==> config.mk <==
export PLATFORM = sky130hd
export DESIGN_NAME = cmp_seq
export DESIGN_NICKNAME = d
export VERILOG_FILES = /design/src/rtl/cmp_pkg.sv /design/src/rtl/cmp_digit.sv /design/src/rtl/cmp_seq.sv
export SDC_FILE = /design/constraint.sdc
export NUM_CORES = 1
export LEC_CHECK = 0
export CAP_MARGIN = 20
export CORE_UTILIZATION = 50
export CTS_CLUSTER_SIZE = 16
export DETAILED_ROUTE_END_ITERATION = 10
export PLACE_DENSITY_LB_ADDON = 0.25
export SETUP_SLACK_MARGIN = 0.2
export SYNTH_ARGS = -nofsm -noshare
export SYNTH_HDL_FRONTEND = slang
export SYNTH_SLANG_ARGS = --single-unit
==> constraint.sdc <==
create_clock -name clk -period 3 [get_ports clk]
set_clock_uncertainty 0.1 [all_clocks]
set_input_delay 0.6 -clock clk [delete_from_list [all_inputs] [get_ports clk]]
set_output_delay 0.6 -clock clk [all_outputs]
set_load 0.03 [all_outputs]
==> src/rtl/cmp_pkg.sv <==
// -----------------------------------------------------------------------------
// cmp_pkg
// Shared definitions for the sequential magnitude comparator (cmp_seq) and its
// digit-compare slice (cmp_digit).
//   - state_e   : FSM state encoding (IDLE/RUN/DONE). The spare code 2'b11 is
//                 never entered and is handled as IDLE by the FSM.
//   - DEF_*     : default operand and digit widths.
//   - cnt_width : width of the digit counter for a given digit count
//                 (clog2, never below one bit).
// -----------------------------------------------------------------------------
package cmp_pkg;

  localparam int DEF_WIDTH   = 32;
  localparam int DEF_DIGIT_W = 4;

  typedef enum logic [1:0] {
    ST_IDLE = 2'b00,
    ST_RUN  = 2'b01,
    ST_DONE = 2'b10
  } state_e;

  // Number of digits in an operand.
  function automatic int ndig_of(input int width, input int digit_w);
    return width / digit_w;
  endfunction

  // Counter width: enough to index every digit, at least one bit.
  function automatic int cnt_width(input int ndig);
    return (ndig <= 2) ? 1 : $clog2(ndig);
  endfunction

endpackage

==> src/rtl/cmp_digit.sv <==
// -----------------------------------------------------------------------------
// cmp_digit
// Purely combinational unsigned compare of one DIGIT_W-bit digit.
// Ports:
//   dig_a, dig_b : input  [DIGIT_W-1:0] digits to compare (unsigned)
//   lt           : output 1 when dig_a <  dig_b
//   eq           : output 1 when dig_a == dig_b
// -----------------------------------------------------------------------------
module cmp_digit
  import cmp_pkg::*;
#(
  parameter int DIGIT_W = DEF_DIGIT_W
) (
  input  logic [DIGIT_W-1:0] dig_a,
  input  logic [DIGIT_W-1:0] dig_b,
  output logic               lt,
  output logic               eq
);

  assign lt = (dig_a < dig_b);
  assign eq = (dig_a == dig_b);

endmodule

==> src/rtl/cmp_seq.sv <==
// -----------------------------------------------------------------------------
// cmp_seq
// Sequential magnitude comparator. Compares two WIDTH-bit operands MSB-first,
// DIGIT_W bits per cycle, stopping at the first differing digit, and produces
// the less/equal pair consumed by comp_dcd.
// Ports:
//   clk      : input  clock, rising edge
//   reset    : input  asynchronous active-high reset
//   start    : input  request, sampled in IDLE or DONE only
//   sgn      : input  1 = two's-complement compare, 0 = unsigned
//   a, b     : input  [WIDTH-1:0] operands, sampled with start
//   busy     : output high while comparing (RUN)
//   done     : output one-cycle completion pulse (DONE)
//   less_out : output A < B, held until the next completion
//   eql_out  : output A == B, held until the next completion
// WIDTH must be a multiple of DIGIT_W.
// -----------------------------------------------------------------------------
module cmp_seq
  import cmp_pkg::*;
#(
  parameter int WIDTH   = DEF_WIDTH,
  parameter int DIGIT_W = DEF_DIGIT_W
) (
  input  logic             clk,
  input  logic             reset,
  input  logic             start,
  input  logic             sgn,
  input  logic [WIDTH-1:0] a,
  input  logic [WIDTH-1:0] b,
  output logic             busy,
  output logic             done,
  output logic             less_out,
  output logic             eql_out
);

  localparam int NDIG  = ndig_of(WIDTH, DIGIT_W);
  localparam int CNT_W = cnt_width(NDIG);
  localparam logic [CNT_W-1:0] LAST_DIG = CNT_W'(NDIG - 1);

  state_e           state_q, state_d;
  logic [WIDTH-1:0] a_q, a_d;
  logic [WIDTH-1:0] b_q, b_d;
  logic [CNT_W-1:0] cnt_q, cnt_d;
  logic             less_q, less_d;
  logic             eql_q, eql_d;

  logic             dig_lt;
  logic             dig_eq;

  // Only the top digit of each shift register is ever examined.
  cmp_digit #(
    .DIGIT_W (DIGIT_W)
  ) u_digit (
    .dig_a (a_q[WIDTH-1 -: DIGIT_W]),
    .dig_b (b_q[WIDTH-1 -: DIGIT_W]),
    .lt    (dig_lt),
    .eq    (dig_eq)
  );

  always_comb begin
    state_d = state_q;
    a_d     = a_q;
    b_d     = b_q;
    cnt_d   = cnt_q;
    less_d  = less_q;
    eql_d   = eql_q;

    case (state_q)
      ST_RUN: begin
        if (!dig_eq) begin
          less_d  = dig_lt;
          eql_d   = 1'b0;
          state_d = ST_DONE;
        end else if (cnt_q == LAST_DIG) begin
          less_d  = 1'b0;
          eql_d   = 1'b1;
          state_d = ST_DONE;
        end else begin
          a_d   = a_q << DIGIT_W;
          b_d   = b_q << DIGIT_W;
          cnt_d = cnt_q + CNT_W'(1);
        end
      end

      // IDLE, DONE and the unused code all accept a new request.
      default: begin
        if (start) begin
          // Flipping the sign bit of both operands maps two's-complement
          // order onto plain unsigned order, so RUN needs no signed logic.
          a_d     = {a[WIDTH-1] ^ sgn, a[WIDTH-2:0]};
          b_d     = {b[WIDTH-1] ^ sgn, b[WIDTH-2:0]};
          cnt_d   = '0;
          state_d = ST_RUN;
        end else begin
          state_d = ST_IDLE;
        end
      end
    endcase
  end

  always_ff @(posedge clk or posedge reset) begin
    if (reset) begin
      state_q <= ST_IDLE;
      a_q     <= '0;
      b_q     <= '0;
      cnt_q   <= '0;
      less_q  <= 1'b0;
      eql_q   <= 1'b0;
    end else begin
      state_q <= state_d;
      a_q     <= a_d;
      b_q     <= b_d;
      cnt_q   <= cnt_d;
      less_q  <= less_d;
      eql_q   <= eql_d;
    end
  end

  assign busy     = (state_q == ST_RUN);
  assign done     = (state_q == ST_DONE);
  assign less_out = less_q;
  assign eql_out  = eql_q;

endmodule

# Word level (Yosys, flattened, before mapping)
# Index checks and enable logic that the tools add are counted.
# W data, S select, Z words.
dict set report totals {
  ff_bits 71
  inputBits 68
}
dict set report op_classes {
  n_addsub 1
  magnitude_cmp 1
  n_eq_ne 8
  n_mux 20
  bitwise_logic 2
  n_reduce_logical 3
}
# operator n
set op_table {}
lappend op_table {{$mux W32} 8}
lappend op_table {{$mux W3} 4}
lappend op_table {{$mux W2} 3}
lappend op_table {{$mux W1} 5}
lappend op_table {{$eq A4 B4 Y1} 1}
lappend op_table {{$lt A4 B4 Y1} 1}
lappend op_table {{$ne A2 B1 Y1 const B} 2}
lappend op_table {{$add A3 B1 Y3 const B} 1}
lappend op_table {{$eq A3 B3 Y1 const B} 1}
lappend op_table {{$ne A3 B2 Y1 const B} 1}
lappend op_table {{$reduce_and A3 Y1} 1}
lappend op_table {{$eq A2 B1 Y1 const B} 1}
lappend op_table {{$eq A2 B2 Y1 const B} 1}
lappend op_table {{$ne A2 B2 Y1 const B} 1}
lappend op_table {{$reduce_and A2 Y1} 1}
lappend op_table {{$reduce_bool A2 Y1} 1}
lappend op_table {{$xor A1 B1 Y1} 2}

# Logic depth before layout (Yosys ltp)
# Gate-level depths: netlist of the first run.
dict set report depth {
  ltp_word 4
  ltp_mapped 8
  mapped_depth_nobuf 6
}

# Cells and area by module
# From an unflattened synthesis of the first run, not the netlist that was laid out.
dict set report hier_totals {
  cells_unflattened 241
  area_unflattened_um2 3606.0
}
# mod instances cells_each area_each_um2 seq_area_each_um2
set modules_own_cells {}
lappend modules_own_cells {cmp_seq 1 227 3503.4 1776.7}
lappend modules_own_cells {cmp_digit 1 14 102.6 0.0}

# Worst setup path after synthesis of the first run
# Ideal clock, no wire load.
dict set report synth_timing {
  path_kind {register -> register}
  start {register cnt_q[0]}
  end {register a_q[10]}
  setup_time_ns 0.123
  t_arrival_ns 1.763
  required_ns 2.777
  setup_slack_ns 1.014
  path_stages_with_launch 8
  path_buffers 3
  cell_sequence {dfrtp_1 > ha_1 > ha_1 > clkbuf_1 > or3_1 > buf_6 > buf_6 > o221a_1}
}
dict set report synth_via {
  elab_chain_len 3
}
# item line
set synth_lines {}
lappend synth_lines {{start, declared} cmp_seq.sv:43} ;# logic [CNT_W-1:0] cnt_q, cnt_d;
lappend synth_lines {{start signal, assigned} cmp_seq.sv:113} ;# cnt_q <= cnt_d;
lappend synth_lines {{$eq A3 B3 Y1} cmp_seq.sv:74} ;# end else if (cnt_q == LAST_DIG) begin
lappend synth_lines {{$ne A2 B2 Y1 (no line)} -}
lappend synth_lines {{$reduce_and A3 Y1 (no line)} -}
lappend synth_lines {{end signal, assigned} cmp_seq.sv:104} ;# a_q <= '0;
lappend synth_lines {{end signal, assigned} cmp_seq.sv:111} ;# a_q <= a_d;
lappend synth_lines {{end, declared} cmp_seq.sv:41} ;# logic [WIDTH-1:0] a_q, a_d;
# Every way passes these cells.
# A chain may end at the register's enable or synchronous reset.

# Worst setup path in the final report of the first run
dict set report layout_timing {
  start {register a_q[31]}
  end {register a_q[16]}
}
dict set report layout_via {
  elab_chain_len 3
}
# item line
set layout_lines {}
lappend layout_lines {{$eq A4 B4 Y1} cmp_digit.sv:21} ;# assign eq = (dig_a == dig_b);
lappend layout_lines {{$ne A2 B1 Y1 (no line)} -}
lappend layout_lines {{$reduce_and A3 Y1 (no line)} -}
# Every way passes these cells.

==> report_table.html, run 1 <==
<table>
<tr><th>Metric</th><th>Value</th></tr>
<tr><th colspan="2">Pwr</th></tr>
<tr><td>Static leakage</td><td>1.63 nW</td></tr>
<tr><td>Total power per unit cell area</td><td>853 nW/um^2</td></tr>
<tr><td>Largest voltage drop on the vdd net</td><td>0.533 mV</td></tr>
<tr><td>Total Power Consumption</td><td>3.55 mW</td></tr>
<tr><th colspan="2">CTS</th></tr>
<tr><td>Clock buffer count from CTS</td><td>9</td></tr>
<tr><td>Clock insertion delay at the later pin of the skew report</td><td>0.34 ns</td></tr>
<tr><td>Post-CTS sizing</td><td>0</td></tr>
<tr><td>Clk pin slew, worst setup/hold paths</td><td>0.07 ns</td></tr>
<tr><td>Post-CTS Setup Inserts</td><td>0</td></tr>
<tr><td>Clock tree from TritonCTS</td><td>yes</td></tr>
<tr><td>Number of sinks on the clock net</td><td>71</td></tr>
<tr><td>H-tree Lvls</td><td>3</td></tr>
<tr><td>Hold-fix buffer count after cts</td><td>0</td></tr>
<tr><td>Maximum count of clock buffers along a single path</td><td>2</td></tr>
<tr><td>Root cell of the clock tree</td><td>sky130_fd_sc_hd__clkbuf_8</td></tr>
<tr><th colspan="2">STA</th></tr>
<tr><td>Setup repair after global routing missed its margin</td><td>false</td></tr>
<tr><td>Final TNS setup</td><td>0 ns</td></tr>
<tr><td>Worst relative slew slack</td><td>0.482</td></tr>
<tr><td>Minimum clock period after layout</td><td>2.45 ns</td></tr>
<tr><td>Share of the cycle needed by the critical path after routing</td><td>0.815</td></tr>
<tr><td>Number of endpoints with negative hold slack in the final report</td><td>0</td></tr>
<tr><td>Post-layout worst setup margin</td><td>0.555 ns</td></tr>
<tr><td>Max Slew Vio Count</td><td>0</td></tr>
<tr><td>Measured slew at the worst slew-check pin</td><td>0.777 ns</td></tr>
<tr><td>Total setup violations reported at the end of the flow</td><td>0</td></tr>
<tr><td>Timing-limited maximum frequency</td><td>0.409 GHz</td></tr>
<tr><th colspan="2">Outcome</th></tr>
<tr><td>Run status</td><td>complete, no violations</td></tr>
<tr><th colspan="2">Detailed routing</th></tr>
<tr><td>DR vias/cell</td><td>~6.0</td></tr>
<tr><td>Vias post-DR</td><td>2419</td></tr>
<tr><td>Number of iterations in the first detailed-routing pass</td><td>4</td></tr>
<tr><td>Total wirelength of the detailed-routed design</td><td>7180 um</td></tr>
<tr><td>DRC violation count after routing</td><td>0</td></tr>
<tr><td>Routed WL per cell</td><td>17.9 um</td></tr>
<tr><td>Number of nets with antenna violations after routing</td><td>0</td></tr>
<tr><td>Iteration-0 DRC Markers</td><td>around 110</td></tr>
<tr><th colspan="2">Die</th></tr>
<tr><td>Core box area</td><td>approximately 6300 um^2</td></tr>
<tr><td>Number of I/O pins</td><td>72</td></tr>
<tr><td>Initial Utilization</td><td>0.516</td></tr>
<tr><td># rows</td><td>29</td></tr>
<tr><td>Area of the die</td><td>6840 um^2</td></tr>
<tr><td>Chip height</td><td>82.7 um</td></tr>
<tr><td>Chip width</td><td>82.7 um</td></tr>
<tr><th colspan="2">Yosys</th></tr>
<tr><td>Distinct cells, synth</td><td>28</td></tr>
<tr><td>Number of standard cells after synthesis</td><td>between 200 and 300</td></tr>
<tr><td>Post-synthesis net count</td><td>330</td></tr>
<tr><td>Synthesized flop and latch total</td><td>71</td></tr>
<tr><td>Most used flip-flop cell after synthesis</td><td>sky130_fd_sc_hd__dfrtp_1</td></tr>
<tr><td>Syn Area/Cell</td><td>12.7 um^2</td></tr>
<tr><td>Post-synth design cell area</td><td>3260 um^2</td></tr>
<tr><td>Sequential element share of the synthesized area</td><td>0.545</td></tr>
<tr><td>Number of flops mapped to enable cells by yosys</td><td>0</td></tr>
<tr><td>Fraction of synthesis flops using an asynchronous set or reset pin</td><td>1.00</td></tr>
<tr><td>Warning count from the yosys run</td><td>0</td></tr>
<tr><th colspan="2">Global route</th></tr>
<tr><td>Antenna violations before repair</td><td>0</td></tr>
<tr><td>First-pass GRT wire length</td><td>11600 um</td></tr>
<tr><td>Overall global routing resource usage</td><td>0.232</td></tr>
<tr><td>Largest net degree at the start of global routing</td><td>59</td></tr>
<tr><td>Number of global-route vias before repair</td><td>2386</td></tr>
<tr><td>Leftover overflow at the end of global routing</td><td>0</td></tr>
<tr><th colspan="2">Setup path</th></tr>
<tr><td>Arrival time of the worst setup path</td><td>about 2.6 ns</td></tr>
<tr><td>Capturing element type of the critical path</td><td>flip-flop</td></tr>
<tr><td>Start-to-end type of the worst setup path</td><td>flip-flop to flip-flop</td></tr>
<tr><td>Data required time at the worst endpoint</td><td>3.12 ns</td></tr>
<tr><td>CP Max Fanout</td><td>37</td></tr>
<tr><td>Element type at the critical path start</td><td>flip-flop</td></tr>
<tr><th colspan="2">Flow run</th></tr>
<tr><td>Max-cap viol count</td><td>0</td></tr>
<tr><th colspan="2">Layout</th></tr>
<tr><td>Area overhead of the layout relative to synthesis</td><td>27.6%</td></tr>
<tr><td>Core occupancy in the finished layout</td><td>0.659</td></tr>
<tr><td>Inserted Diodes</td><td>0</td></tr>
<tr><td>Final instance area</td><td>around 4200 um^2</td></tr>
<tr><td>Share of cells above drive strength 1</td><td>0.0864</td></tr>
<tr><td>Total Nets Final</td><td>394</td></tr>
<tr><td>Top library cells by usage in the layout, fill and taps aside</td><td>71 x sky130_fd_sc_hd__dfrtp_1, 71 x sky130_fd_sc_hd__clkdlybuf4s50_1, 51 x sky130_fd_sc_hd__or3_1</td></tr>
<tr><th colspan="2">Placed design</th></tr>
<tr><td>Half-perimeter wire length after placement</td><td>roughly 4800 um</td></tr>
<tr><td>Dpl ws</td><td>0.580 ns</td></tr>
<tr><td>Count of buffers inserted at the top-level ports</td><td>71</td></tr>
<tr><td>Instance area after placement</td><td>4000 um^2</td></tr>
<tr><td>Weighted congestion at the end of routability-driven global placement</td><td>0.781</td></tr>
<tr><th colspan="2">Hold path</th></tr>
<tr><td>Hold Crit Class</td><td>flip-flop to flip-flop</td></tr>
</table>
[final cells by class]
cell class | instances | area [um^2]
Clock buffer | 14 | 153
Fill cell | 514 | 2150
Clock inverter | 1 | 5.00
Timing Repair Buffer | 78 | 801
Multi-Input combinational cell | 151 | 1290
Tap cell | 77 | 96.3
Inverter | 9 | 33.8
Sequential cell | 71 | 1780
[flip-flops by register name, indices dropped and copies added, names as in the netlist]
signal	count
less_out	1
b_q	32
cnt_q	3
a_q	32
state_q	2
eql_out	1
[critical path: stages, from the launching register on]
cell                      delay (ns)
sky130_fd_sc_hd__dfrtp_1        0.40
sky130_fd_sc_hd__ha_1           0.33
sky130_fd_sc_hd__nand4_1        0.26
sky130_fd_sc_hd__or3_2          0.70
sky130_fd_sc_hd__buf_12         0.26
sky130_fd_sc_hd__o221a_2        0.27
[worst paths after layout]
check	slack [ns]	cells past startpoint	to	start
worst max-delay path	0.55	5	a_q[16]	a_q[31]
worst min-delay path	0.38	1	cnt_q[0]	cnt_q[0]
worst max register to register	0.55	5	a_q[16]	a_q[31]
worst min register to register	0.38	1	cnt_q[0]	cnt_q[0]
max in group asynchronous	1.52	3	b_q[27]	reset
min in group asynchronous	0.62	2	a_q[0]	reset
[Yosys cell counts, types with 4 or more instances]
master	n	area (um^2)
sky130_fd_sc_hd__a22o_1	11	96.3
sky130_fd_sc_hd__buf_2	7	35.0
sky130_fd_sc_hd__buf_6	7	78.8
sky130_fd_sc_hd__clkbuf_1	11	41.3
sky130_fd_sc_hd__dfrtp_1	71	1780
sky130_fd_sc_hd__ha_1	6	75.1
sky130_fd_sc_hd__inv_1	7	26.3
sky130_fd_sc_hd__nor3_1	5	25.0
sky130_fd_sc_hd__o221a_1	49	552
sky130_fd_sc_hd__o221a_2	4	45.0
sky130_fd_sc_hd__or3_1	52	325
[metal layers]
layer / wire, um / GRT usage / vias to the layer above / share of wire
met1: 3370 / 0.321 / 1189 / 0.47
met2: 3390 / 0.353 / 73 / 0.47
met3: 318 / 0.0396 / 8 / 0.044
met4: 106 / 0.112 / 0 / 0.015
met5: 0 / 0 / - / 0
li1: - / - / 1149 / -
[kinds of logic (layout without fill, tap and decap cells)]
group / after synthesis / count (layout) / synth area share
xor+xnor: 2 / 2 / 0.00538
buf+inv: 34 / 102 / 0.0580
flops: 71 / 71 / 0.545
fa+ha+maj: 6 / 6 / 0.0230
simple gates: 69 / 69 / 0.132
compound gates: 73 / 73 / 0.233
mux: 1 / 1 / 0.00307
[through the flow]
step / hold WS [ns] / instances
2_1_floorplan: 0.357 / 256
3_3_place_gp: 0.372 / 386
3_5_place_dp: 0.378 / 386
4_1_cts: 0.387 / 401
5_1_grt: 0.432 / 401
6_report: 0.382 / 401
[report_power, final]
part	internal, mW	switching (mW)
logic	0.644	0.577
clock network	0.319	0.326
registers	1.40	0.284
total	2.36	1.19
No activity file was read; power rests on OpenSTA's default activity.
==> inputs of run 2 (changes only) <==
==> constraint.sdc (replaced) <==
create_clock -name clk -period 2.3 [get_ports clk]
set_clock_uncertainty 0.1 [all_clocks]
set_input_delay 0.46 -clock clk [delete_from_list [all_inputs] [get_ports clk]]
set_output_delay 0.46 -clock clk [all_outputs]
set_load 0.03 [all_outputs]
==> run 2 against run 1 <==
Against the previous run: clock power up 120%; worst hold slack gained 0.024 ns; critical endpoint is now a_q[31]; sequential power is 30% higher; die area did not move; non-clock buffer count increased by 6; final area up 5.3%; wire length up 4.1%; clock-buffer cell count fell by 4; setup slack got worse by 0.25 ns; critical path type unchanged; via count grew 2.9%; utilization rose by 3.5 points.
==> report_table.html, run 2 (same netlist as run 1, synthesis figures left out) <==
<table>
<tr><th>Metric</th><th>Value</th></tr>
<tr><th colspan="2">Setup path</th></tr>
<tr><td>Element type at the critical path start</td><td>flip-flop</td></tr>
<tr><td>Capturing element type of the critical path</td><td>flip-flop</td></tr>
<tr><td>Buffering stage count on the worst path with inverters included</td><td>3 (+2)</td></tr>
<tr><td>Data required time at the worst endpoint</td><td>2.47 ns (-0.65 ns)</td></tr>
<tr><td>Slowest cell on the critical path</td><td>sky130_fd_sc_hd__dfrtp_1</td></tr>
<tr><td>Start-to-end type of the worst setup path</td><td>flip-flop to flip-flop</td></tr>
<tr><td>CP Max Fanout</td><td>16 (-57%)</td></tr>
<tr><td>List of cells traversed by the critical path</td><td>ha_1 &gt; ha_1 &gt; buf_4 &gt; nor3b_2 &gt; a22oi_2 &gt; inv_2 &gt; buf_4 &gt; o221a_1</td></tr>
<tr><td>Longest individual stage delay on the worst path</td><td>0.40 ns (-0.30 ns)</td></tr>
<tr><td>Top delay family on crit path</td><td>buffers and inverters</td></tr>
<tr><td>Arrival time of the worst setup path</td><td>2.16 ns (-0.41 ns)</td></tr>
<tr><th colspan="2">Die</th></tr>
<tr><td>Initial Utilization</td><td>0.516 (unchanged)</td></tr>
<tr><td>Chip width</td><td>82.7 um (unchanged)</td></tr>
<tr><td># rows</td><td>29 (unchanged)</td></tr>
<tr><td>Area of the die</td><td>6840 um^2 (unchanged)</td></tr>
<tr><td>Chip height</td><td>82.7 um (unchanged)</td></tr>
<tr><td>Core box area</td><td>6310 um^2 (unchanged)</td></tr>
<tr><td>Number of I/O pins</td><td>72 (unchanged)</td></tr>
<tr><th colspan="2">CTS</th></tr>
<tr><td>Hold-fix buffer count after cts</td><td>0 (unchanged)</td></tr>
<tr><td>Clock buffer count from CTS</td><td>9 (unchanged)</td></tr>
<tr><td>Post-CTS Setup Inserts</td><td>0 (unchanged)</td></tr>
<tr><td>Maximum count of clock buffers along a single path</td><td>2 (unchanged)</td></tr>
<tr><td>H-tree Lvls</td><td>3 (unchanged)</td></tr>
<tr><td>Root cell of the clock tree</td><td>sky130_fd_sc_hd__clkbuf_8</td></tr>
<tr><td>Clk pin slew, worst setup/hold paths</td><td>0.08 ns (about the same)</td></tr>
<tr><td>Clock insertion delay at the later pin of the skew report</td><td>0.33 ns (about the same)</td></tr>
<tr><td>Number of sinks on the clock net</td><td>71 (unchanged)</td></tr>
<tr><td>Clock tree from TritonCTS</td><td>yes</td></tr>
<tr><th colspan="2">Placed design</th></tr>
<tr><td>Half-perimeter wire length after placement</td><td>4760 um (-0.75%)</td></tr>
<tr><td>Count of buffers inserted at the top-level ports</td><td>71 (unchanged)</td></tr>
<tr><td>Instance area after placement</td><td>4050 um^2 (+1.3%)</td></tr>
<tr><td>Inst Count DP</td><td>391 (+1.3%)</td></tr>
<tr><td>Dpl ws</td><td>0.268 ns (-0.311 ns)</td></tr>
<tr><td>Weighted congestion at the end of routability-driven global placement</td><td>0.837 (+7.2%)</td></tr>
<tr><th colspan="2">Layout</th></tr>
<tr><td>Total Nets Final</td><td>400 (+1.5%)</td></tr>
<tr><td>Core occupancy in the finished layout</td><td>0.693 (+0.0347)</td></tr>
<tr><td>Biggest regs</td><td>a_q (32), b_q (32), cnt_q (3)</td></tr>
<tr><td>Final instance area</td><td>4380 um^2 (+5.3%)</td></tr>
<tr><td>Fill cell count</td><td>462 (-10%)</td></tr>
<tr><td>Most common cell after layout, fill and taps aside</td><td>sky130_fd_sc_hd__dfrtp_1</td></tr>
<tr><td>Post-route insts no fill</td><td>408 (+1.7%)</td></tr>
<tr><td>Area overhead of the layout relative to synthesis</td><td>34.4%</td></tr>
<tr><td>Top library cells by usage in the layout, fill and taps aside</td><td>71 x sky130_fd_sc_hd__dfrtp_1, 69 x sky130_fd_sc_hd__clkdlybuf4s50_1, 51 x sky130_fd_sc_hd__or3_1</td></tr>
<tr><td>Share of cells above drive strength 1</td><td>0.124 (+0.0374)</td></tr>
<tr><td>Inserted Diodes</td><td>0 (unchanged)</td></tr>
<tr><th colspan="2">Global route</th></tr>
<tr><td>Largest net degree at the start of global routing</td><td>72 (+22%)</td></tr>
<tr><td>First-pass GRT wire length</td><td>12000 um (+3.0%)</td></tr>
<tr><td>Number of global-route vias before repair</td><td>2488 (+4.3%)</td></tr>
<tr><td>Overall global routing resource usage</td><td>0.239 (+0.00752)</td></tr>
<tr><td>Leftover overflow at the end of global routing</td><td>0 (unchanged)</td></tr>
<tr><td>Antenna violations before repair</td><td>0 (unchanged)</td></tr>
<tr><th colspan="2">STA</th></tr>
<tr><td>Worst relative slew slack</td><td>0.757 (+0.276)</td></tr>
<tr><td>Number of endpoints with negative hold slack in the final report</td><td>0 (unchanged)</td></tr>
<tr><td>Max Slew Vio Count</td><td>0 (unchanged)</td></tr>
<tr><td>Post-layout worst setup margin</td><td>0.310 ns (-0.245 ns)</td></tr>
<tr><td>Final Hold Slack</td><td>0.405 ns (+0.0237 ns)</td></tr>
<tr><td>Timing-limited maximum frequency</td><td>0.502 GHz (+23%)</td></tr>
<tr><td>Total setup violations reported at the end of the flow</td><td>0 (unchanged)</td></tr>
<tr><td>Final TNS setup</td><td>0 ns (unchanged)</td></tr>
<tr><td>Share of the cycle needed by the critical path after routing</td><td>0.865 (+0.0503)</td></tr>
<tr><td>Minimum clock period after layout</td><td>1.99 ns (-0.455 ns)</td></tr>
<tr><td>Setup repair after global routing missed its margin</td><td>false</td></tr>
<tr><td>Measured slew at the worst slew-check pin</td><td>0.364 ns (-0.412 ns)</td></tr>
<tr><th colspan="2">Detailed routing</th></tr>
<tr><td>Vias post-DR</td><td>2489 (+2.9%)</td></tr>
<tr><td>Total wirelength of the detailed-routed design</td><td>7470 um (+4.1%)</td></tr>
<tr><td>Iteration-0 DRC Markers</td><td>208 (+82%)</td></tr>
<tr><td>Routed WL per cell</td><td>18.3 um (+2.3%)</td></tr>
<tr><td>DR vias/cell</td><td>6.10 (+1.1%)</td></tr>
<tr><td>DRC violation count after routing</td><td>0 (unchanged)</td></tr>
<tr><td>Number of nets with antenna violations after routing</td><td>0 (unchanged)</td></tr>
<tr><td>Number of iterations in the first detailed-routing pass</td><td>4 (unchanged)</td></tr>
<tr><th colspan="2">Hold path</th></tr>
<tr><td>Hold Crit Class</td><td>flip-flop to flip-flop</td></tr>
<tr><th colspan="2">Pwr</th></tr>
<tr><td>Power share of the sequential group</td><td>0.412 (-0.062)</td></tr>
<tr><td>Net load switching power</td><td>1.62 mW (+37%)</td></tr>
<tr><td>Relative contribution of the clock network to total power</td><td>0.270 (+0.088)</td></tr>
<tr><td>Combinational share of power</td><td>0.318 (-0.026)</td></tr>
<tr><td>Total Power Consumption</td><td>5.32 mW (+50%)</td></tr>
<tr><td>Static leakage</td><td>1.75 nW (+6.9%)</td></tr>
<tr><td>Switching share of power</td><td>0.305 (-0.0296)</td></tr>
<tr><td>Total power per unit cell area</td><td>1210 nW/um^2 (+42%)</td></tr>
<tr><td>Largest voltage drop on the vdd net</td><td>0.809 mV (+52%)</td></tr>
<tr><td>Internal cell power</td><td>3.69 mW (+57%)</td></tr>
<tr><th colspan="2">Flow run</th></tr>
<tr><td>Max-cap viol count</td><td>0 (unchanged)</td></tr>
<tr><th colspan="2">Outcome</th></tr>
<tr><td>Run status</td><td>complete, no violations</td></tr>
</table>
## run 2: power by group through the flow
stage | clock [mW] | combinational [mW] | sequential [mW]
after floorplan | 0 | 1.22 | 2.08
after global placement | 0 | 1.59 | 2.18
after detailed placement | 0 | 1.66 | 2.20
after CTS | 1.45 | 1.67 | 2.19
after global routing | 1.50 | 1.87 | 2.26
final | 1.43 | 1.69 | 2.19
## run 2: what timing repair did
item | in CTS | in global routing
gates resized for setup | 1 | 2
endpoints found under the hold margin | 0 | 0
endpoints found under the setup margin | 1 | 53
pin swaps | 0 | 0
cloned | 0 | 1
## run 2: path summary, 6_finish.rpt
path | from | to | slack, ns | depth (start not counted)
max | cnt_q[0] | a_q[31] | 0.31 | 8
min | a_q[1] | a_q[1] | 0.41 | 1
min in group asynchronous | reset | a_q[19] | 0.47 | 3
max reg2reg | cnt_q[0] | a_q[31] | 0.31 | 8
min reg2reg | a_q[1] | a_q[1] | 0.41 | 1
max in group asynchronous | reset | b_q[21] | 1.35 | 3
## run 2: final cells by class
type | count | area, um^2 | share of cell area
flip-flops and latches | 71 | 1780 | 0.406
multi-input cells | 151 | 1300 | 0.298
repair buffers | 84 | 872 | 0.199
clock inverters | 6 | 155 | 0.0354
clock buffers | 10 | 138 | 0.0314
well taps | 77 | 96.3 | 0.0220
inverters | 9 | 37.5 | 0.00857
## run 2: per-layer routing
layer | global-route usage | vias up | wire (um)
met5 | 0 | - | 0
met4 | 0.0983 | 0 | 122
met2 | 0.370 | 76 | 3570
met3 | 0.0505 | 10 | 419
li1 | - | 1159 | -
met1 | 0.327 | 1244 | 3360
==> inputs of run 3 (changes only) <==
--- a/config.mk
+++ b/config.mk
@@ -6,6 +6,7 @@
 export NUM_CORES = 1
 export LEC_CHECK = 0
 export CAP_MARGIN = 20
+export CORE_ASPECT_RATIO = 0.9
 export CORE_UTILIZATION = 50
 export CTS_CLUSTER_SIZE = 16
 export DETAILED_ROUTE_END_ITERATION = 10
==> run 3 against run 2 <==
Against the previous run: final cell count grew 1.5%; die area is essentially flat; register-to-register slack lost 0.05 ns; final area shrank 2.9%; largest cell class unchanged; via count shrank 1.4%; wire length shrank 5.8%; sequential share of layout area grew 1.2 points; utilization shrank 0.94 points; non-clock buffer count shrank 2; setup slack lost 0.049 ns; critical endpoint is now a_q[17].
==> report_table.html, run 3 (same netlist as run 1, synthesis figures left out) <==
<table>
<tr><th>Metric</th><th>Value</th></tr>
<tr><th colspan="2">Placed design</th></tr>
<tr><td>Weighted congestion at the end of routability-driven global placement</td><td>0.814 (-2.8%)</td></tr>
<tr><td>Half-perimeter wire length after placement</td><td>4650 um (-2.4%)</td></tr>
<tr><td>Inst Count DP</td><td>400 (+2.3%)</td></tr>
<tr><td>Dpl ws</td><td>0.194 ns (-0.0741 ns)</td></tr>
<tr><td>Count of buffers inserted at the top-level ports</td><td>71 (unchanged)</td></tr>
<tr><th colspan="2">Setup path</th></tr>
<tr><td>CP Max Fanout</td><td>27 (+11)</td></tr>
<tr><td>Data required time at the worst endpoint</td><td>2.43 ns (-0.04 ns)</td></tr>
<tr><td>Worst r2r path cells</td><td>5 (-3)</td></tr>
<tr><td>R2r startpoint</td><td>cnt_q[0]</td></tr>
<tr><td>Slowest cell on the critical path</td><td>sky130_fd_sc_hd__or3_2</td></tr>
<tr><td>Internal reg-to-reg setup slack</td><td>0.26 ns (-0.05 ns)</td></tr>
<tr><td>Destination of the critical timing path</td><td>a_q[17]</td></tr>
<tr><td>List of cells traversed by the critical path</td><td>ha_1 &gt; ha_2 &gt; or3_2 &gt; buf_6 &gt; o221a_2</td></tr>
<tr><td>Origin of the worst setup path</td><td>cnt_q[0]</td></tr>
<tr><td>Capturing element type of the critical path</td><td>flip-flop</td></tr>
<tr><td>Capturing point of the worst reg2reg path</td><td>a_q[17]</td></tr>
<tr><td>Element type at the critical path start</td><td>flip-flop</td></tr>
<tr><td>Longest individual stage delay on the worst path</td><td>0.53 ns (+0.13 ns)</td></tr>
<tr><td>Start-to-end type of the worst setup path</td><td>flip-flop to flip-flop</td></tr>
<tr><td>Arrival time of the worst setup path</td><td>2.16 ns (about the same)</td></tr>
<tr><th colspan="2">Detailed routing</th></tr>
<tr><td>Iteration-0 DRC Markers</td><td>192 (-7.7%)</td></tr>
<tr><td>Vias post-DR</td><td>2455 (-1.4%)</td></tr>
<tr><td>DR vias/cell</td><td>5.93 (-2.8%)</td></tr>
<tr><td>Number of nets with antenna violations after routing</td><td>0 (unchanged)</td></tr>
<tr><td>Number of iterations in the first detailed-routing pass</td><td>4 (unchanged)</td></tr>
<tr><td>Total wirelength of the detailed-routed design</td><td>7040 um (-5.8%)</td></tr>
<tr><td>Routed WL per cell</td><td>17.0 um (-7.2%)</td></tr>
<tr><td>DRC violation count after routing</td><td>0 (unchanged)</td></tr>
<tr><th colspan="2">Layout</th></tr>
<tr><td>Biggest regs</td><td>a_q (32), b_q (32), cnt_q (3)</td></tr>
<tr><td>Area overhead of the layout relative to synthesis</td><td>30.5%</td></tr>
<tr><td>Top library cells by usage in the layout, fill and taps aside</td><td>71 x sky130_fd_sc_hd__dfrtp_1, 69 x sky130_fd_sc_hd__clkdlybuf4s50_1, 51 x sky130_fd_sc_hd__or3_1</td></tr>
<tr><td>Post-route insts no fill</td><td>414 (+1.5%)</td></tr>
<tr><td>Total Nets Final</td><td>398 (-0.50%)</td></tr>
<tr><td>Share of cells above drive strength 1</td><td>0.110 (-0.0138)</td></tr>
<tr><td>Most common cell after layout, fill and taps aside</td><td>sky130_fd_sc_hd__dfrtp_1</td></tr>
<tr><td>Inserted Diodes</td><td>0 (unchanged)</td></tr>
<tr><th colspan="2">Flow run</th></tr>
<tr><td>Max-cap viol count</td><td>0 (unchanged)</td></tr>
<tr><th colspan="2">Global route</th></tr>
<tr><td>Overall global routing resource usage</td><td>0.229 (-0.0101)</td></tr>
<tr><td>First-pass GRT wire length</td><td>11900 um (-0.34%)</td></tr>
<tr><td>Leftover overflow at the end of global routing</td><td>0 (unchanged)</td></tr>
<tr><td>Number of global-route vias before repair</td><td>2419 (-2.8%)</td></tr>
<tr><td>Largest net degree at the start of global routing</td><td>72 (unchanged)</td></tr>
<tr><td>Antenna violations before repair</td><td>0 (unchanged)</td></tr>
<tr><th colspan="2">Die</th></tr>
<tr><td>Chip width</td><td>87.1 um (+5.3%)</td></tr>
<tr><td>Chip height</td><td>78.6 um (-5.0%)</td></tr>
<tr><td>Core box area</td><td>6220 um^2 (-1.5%)</td></tr>
<tr><td>Area of the die</td><td>6840 um^2 (about the same)</td></tr>
<tr><td>Initial Utilization</td><td>0.524 (+0.00810)</td></tr>
<tr><td># rows</td><td>27 (-6.9%)</td></tr>
<tr><td>Number of I/O pins</td><td>72 (unchanged)</td></tr>
<tr><th colspan="2">STA</th></tr>
<tr><td>Share of the cycle needed by the critical path after routing</td><td>0.887 (+0.0214)</td></tr>
<tr><td>Post-layout worst setup margin</td><td>0.260 ns (-0.0492 ns)</td></tr>
<tr><td>Max Slew Vio Count</td><td>0 (unchanged)</td></tr>
<tr><td>Minimum clock period after layout</td><td>2.04 ns (+0.0492 ns)</td></tr>
<tr><td>Timing-limited maximum frequency</td><td>0.490 GHz (-2.4%)</td></tr>
<tr><td>Final TNS setup</td><td>0 ns (unchanged)</td></tr>
<tr><td>Total setup violations reported at the end of the flow</td><td>0 (unchanged)</td></tr>
<tr><td>Number of endpoints with negative hold slack in the final report</td><td>0 (unchanged)</td></tr>
<tr><td>Measured slew at the worst slew-check pin</td><td>0.365 ns (+0.00111 ns)</td></tr>
<tr><td>Worst relative slew slack</td><td>0.757 (about the same)</td></tr>
<tr><td>Setup repair after global routing missed its margin</td><td>false</td></tr>
<tr><td>Final Hold Slack</td><td>0.391 ns (-0.0143 ns)</td></tr>
<tr><th colspan="2">CTS</th></tr>
<tr><td>Maximum count of clock buffers along a single path</td><td>2 (unchanged)</td></tr>
<tr><td>Clock buffer count from CTS</td><td>9 (unchanged)</td></tr>
<tr><td>Clock insertion delay at the later pin of the skew report</td><td>0.33 ns (about the same)</td></tr>
<tr><td>Hold-fix buffer count after cts</td><td>0 (unchanged)</td></tr>
<tr><td>Clock tree from TritonCTS</td><td>yes</td></tr>
<tr><td>Number of sinks on the clock net</td><td>71 (unchanged)</td></tr>
<tr><td>Post-CTS sizing</td><td>1 (unchanged)</td></tr>
<tr><td>Clk pin slew, worst setup/hold paths</td><td>0.07 ns (about the same)</td></tr>
<tr><td>H-tree Lvls</td><td>3 (unchanged)</td></tr>
<tr><td>Post-CTS Setup Inserts</td><td>0 (unchanged)</td></tr>
<tr><td>Root cell of the clock tree</td><td>sky130_fd_sc_hd__clkbuf_8</td></tr>
<tr><th colspan="2">Pwr</th></tr>
<tr><td>Total power per unit cell area</td><td>1120 nW/um^2 (-7.7%)</td></tr>
<tr><td>Total Power Consumption</td><td>4.77 mW (-10%)</td></tr>
<tr><td>Static leakage</td><td>1.67 nW (-4.5%)</td></tr>
<tr><td>Switching share of power</td><td>0.326 (+0.0209)</td></tr>
<tr><td>Largest voltage drop on the vdd net</td><td>0.439 mV (-46%)</td></tr>
<tr><td>Power share of the sequential group</td><td>0.461 (+0.049)</td></tr>
<tr><td>Relative contribution of the clock network to total power</td><td>0.193 (-0.077)</td></tr>
<tr><td>Net load switching power</td><td>1.55 mW (-4.2%)</td></tr>
<tr><td>Internal cell power</td><td>3.21 mW (-13%)</td></tr>
<tr><td>Combinational share of power</td><td>0.346 (+0.028)</td></tr>
<tr><th colspan="2">Outcome</th></tr>
<tr><td>Run status</td><td>complete, no violations</td></tr>
<tr><th colspan="2">Hold path</th></tr>
<tr><td>Hold Crit Class</td><td>flip-flop to flip-flop</td></tr>
</table>
==> run 3: cell count changes in the layout (fill, tap and decap cells not counted), moves of 2 or more <==
cell	previous run	this run
sky130_fd_sc_hd__bufinv_16	5	0
sky130_fd_sc_hd__buf_4	9	6
sky130_fd_sc_hd__clkbuf_8	10	13
sky130_fd_sc_hd__buf_6	0	2
==> run 3: worst min path at each step <==
stage	from	end	slack [ns]	depth (start not counted)
2_1_floorplan	cnt_q[0]	cnt_q[0]	0.36	1
3_3_place_gp	cnt_q[0]	cnt_q[0]	0.37	1
3_5_place_dp	cnt_q[0]	cnt_q[0]	0.38	1
4_1_cts	cnt_q[0]	cnt_q[0]	0.39	1
5_1_grt	cnt_q[0]	cnt_q[0]	0.42	1
6_report	cnt_q[0]	cnt_q[0]	0.39	1
==> run 3: power groups by stage <==
stage | combinational (mW) | sequential (mW) | clock, mW
floorplan | 1.22 | 2.08 | 0
global placement | 1.59 | 2.19 | 0
detailed placement | 1.64 | 2.20 | 0
CTS | 1.65 | 2.19 | 0.932
global route | 1.81 | 2.26 | 0.983
finish | 1.65 | 2.19 | 0.921
==> run 3: stage by stage <==
stage          cell area, um^2   util
3_3_place_gp              4060  0.653
2_1_floorplan             3260      -
3_5_place_dp              4060  0.653
5_1_grt                   4250  0.684
6_report                  4250  0.684
4_1_cts                   4240  0.682
==> run 3: critical path, delay by kind of cell, from the launching register on <==
kind                     cells  cell delay (ns)
AND/OR/NAND/NOR              1             0.53
AO/OA/AOI/OAI                1             0.28
buffers and inverters        1             0.20
flip-flops                   1             0.40
adder cells (fa/ha/maj)      2             0.43
==> run 3: per-layer routing <==
metal,wire [um],GRT usage
met1,3240,0.317
met2,3320,0.361
met3,364,0.0421
met4,110,0.0885
met5,0,0
==> run 3: cell type report <==
class / count / area (um^2)
multi-input combinational: 151 / 1300
clock buffer: 14 / 183
fill: 491 / 1960
inverter: 9 / 40.0
timing repair buffer: 82 / 847
sequential: 71 / 1780
tap: 87 / 109
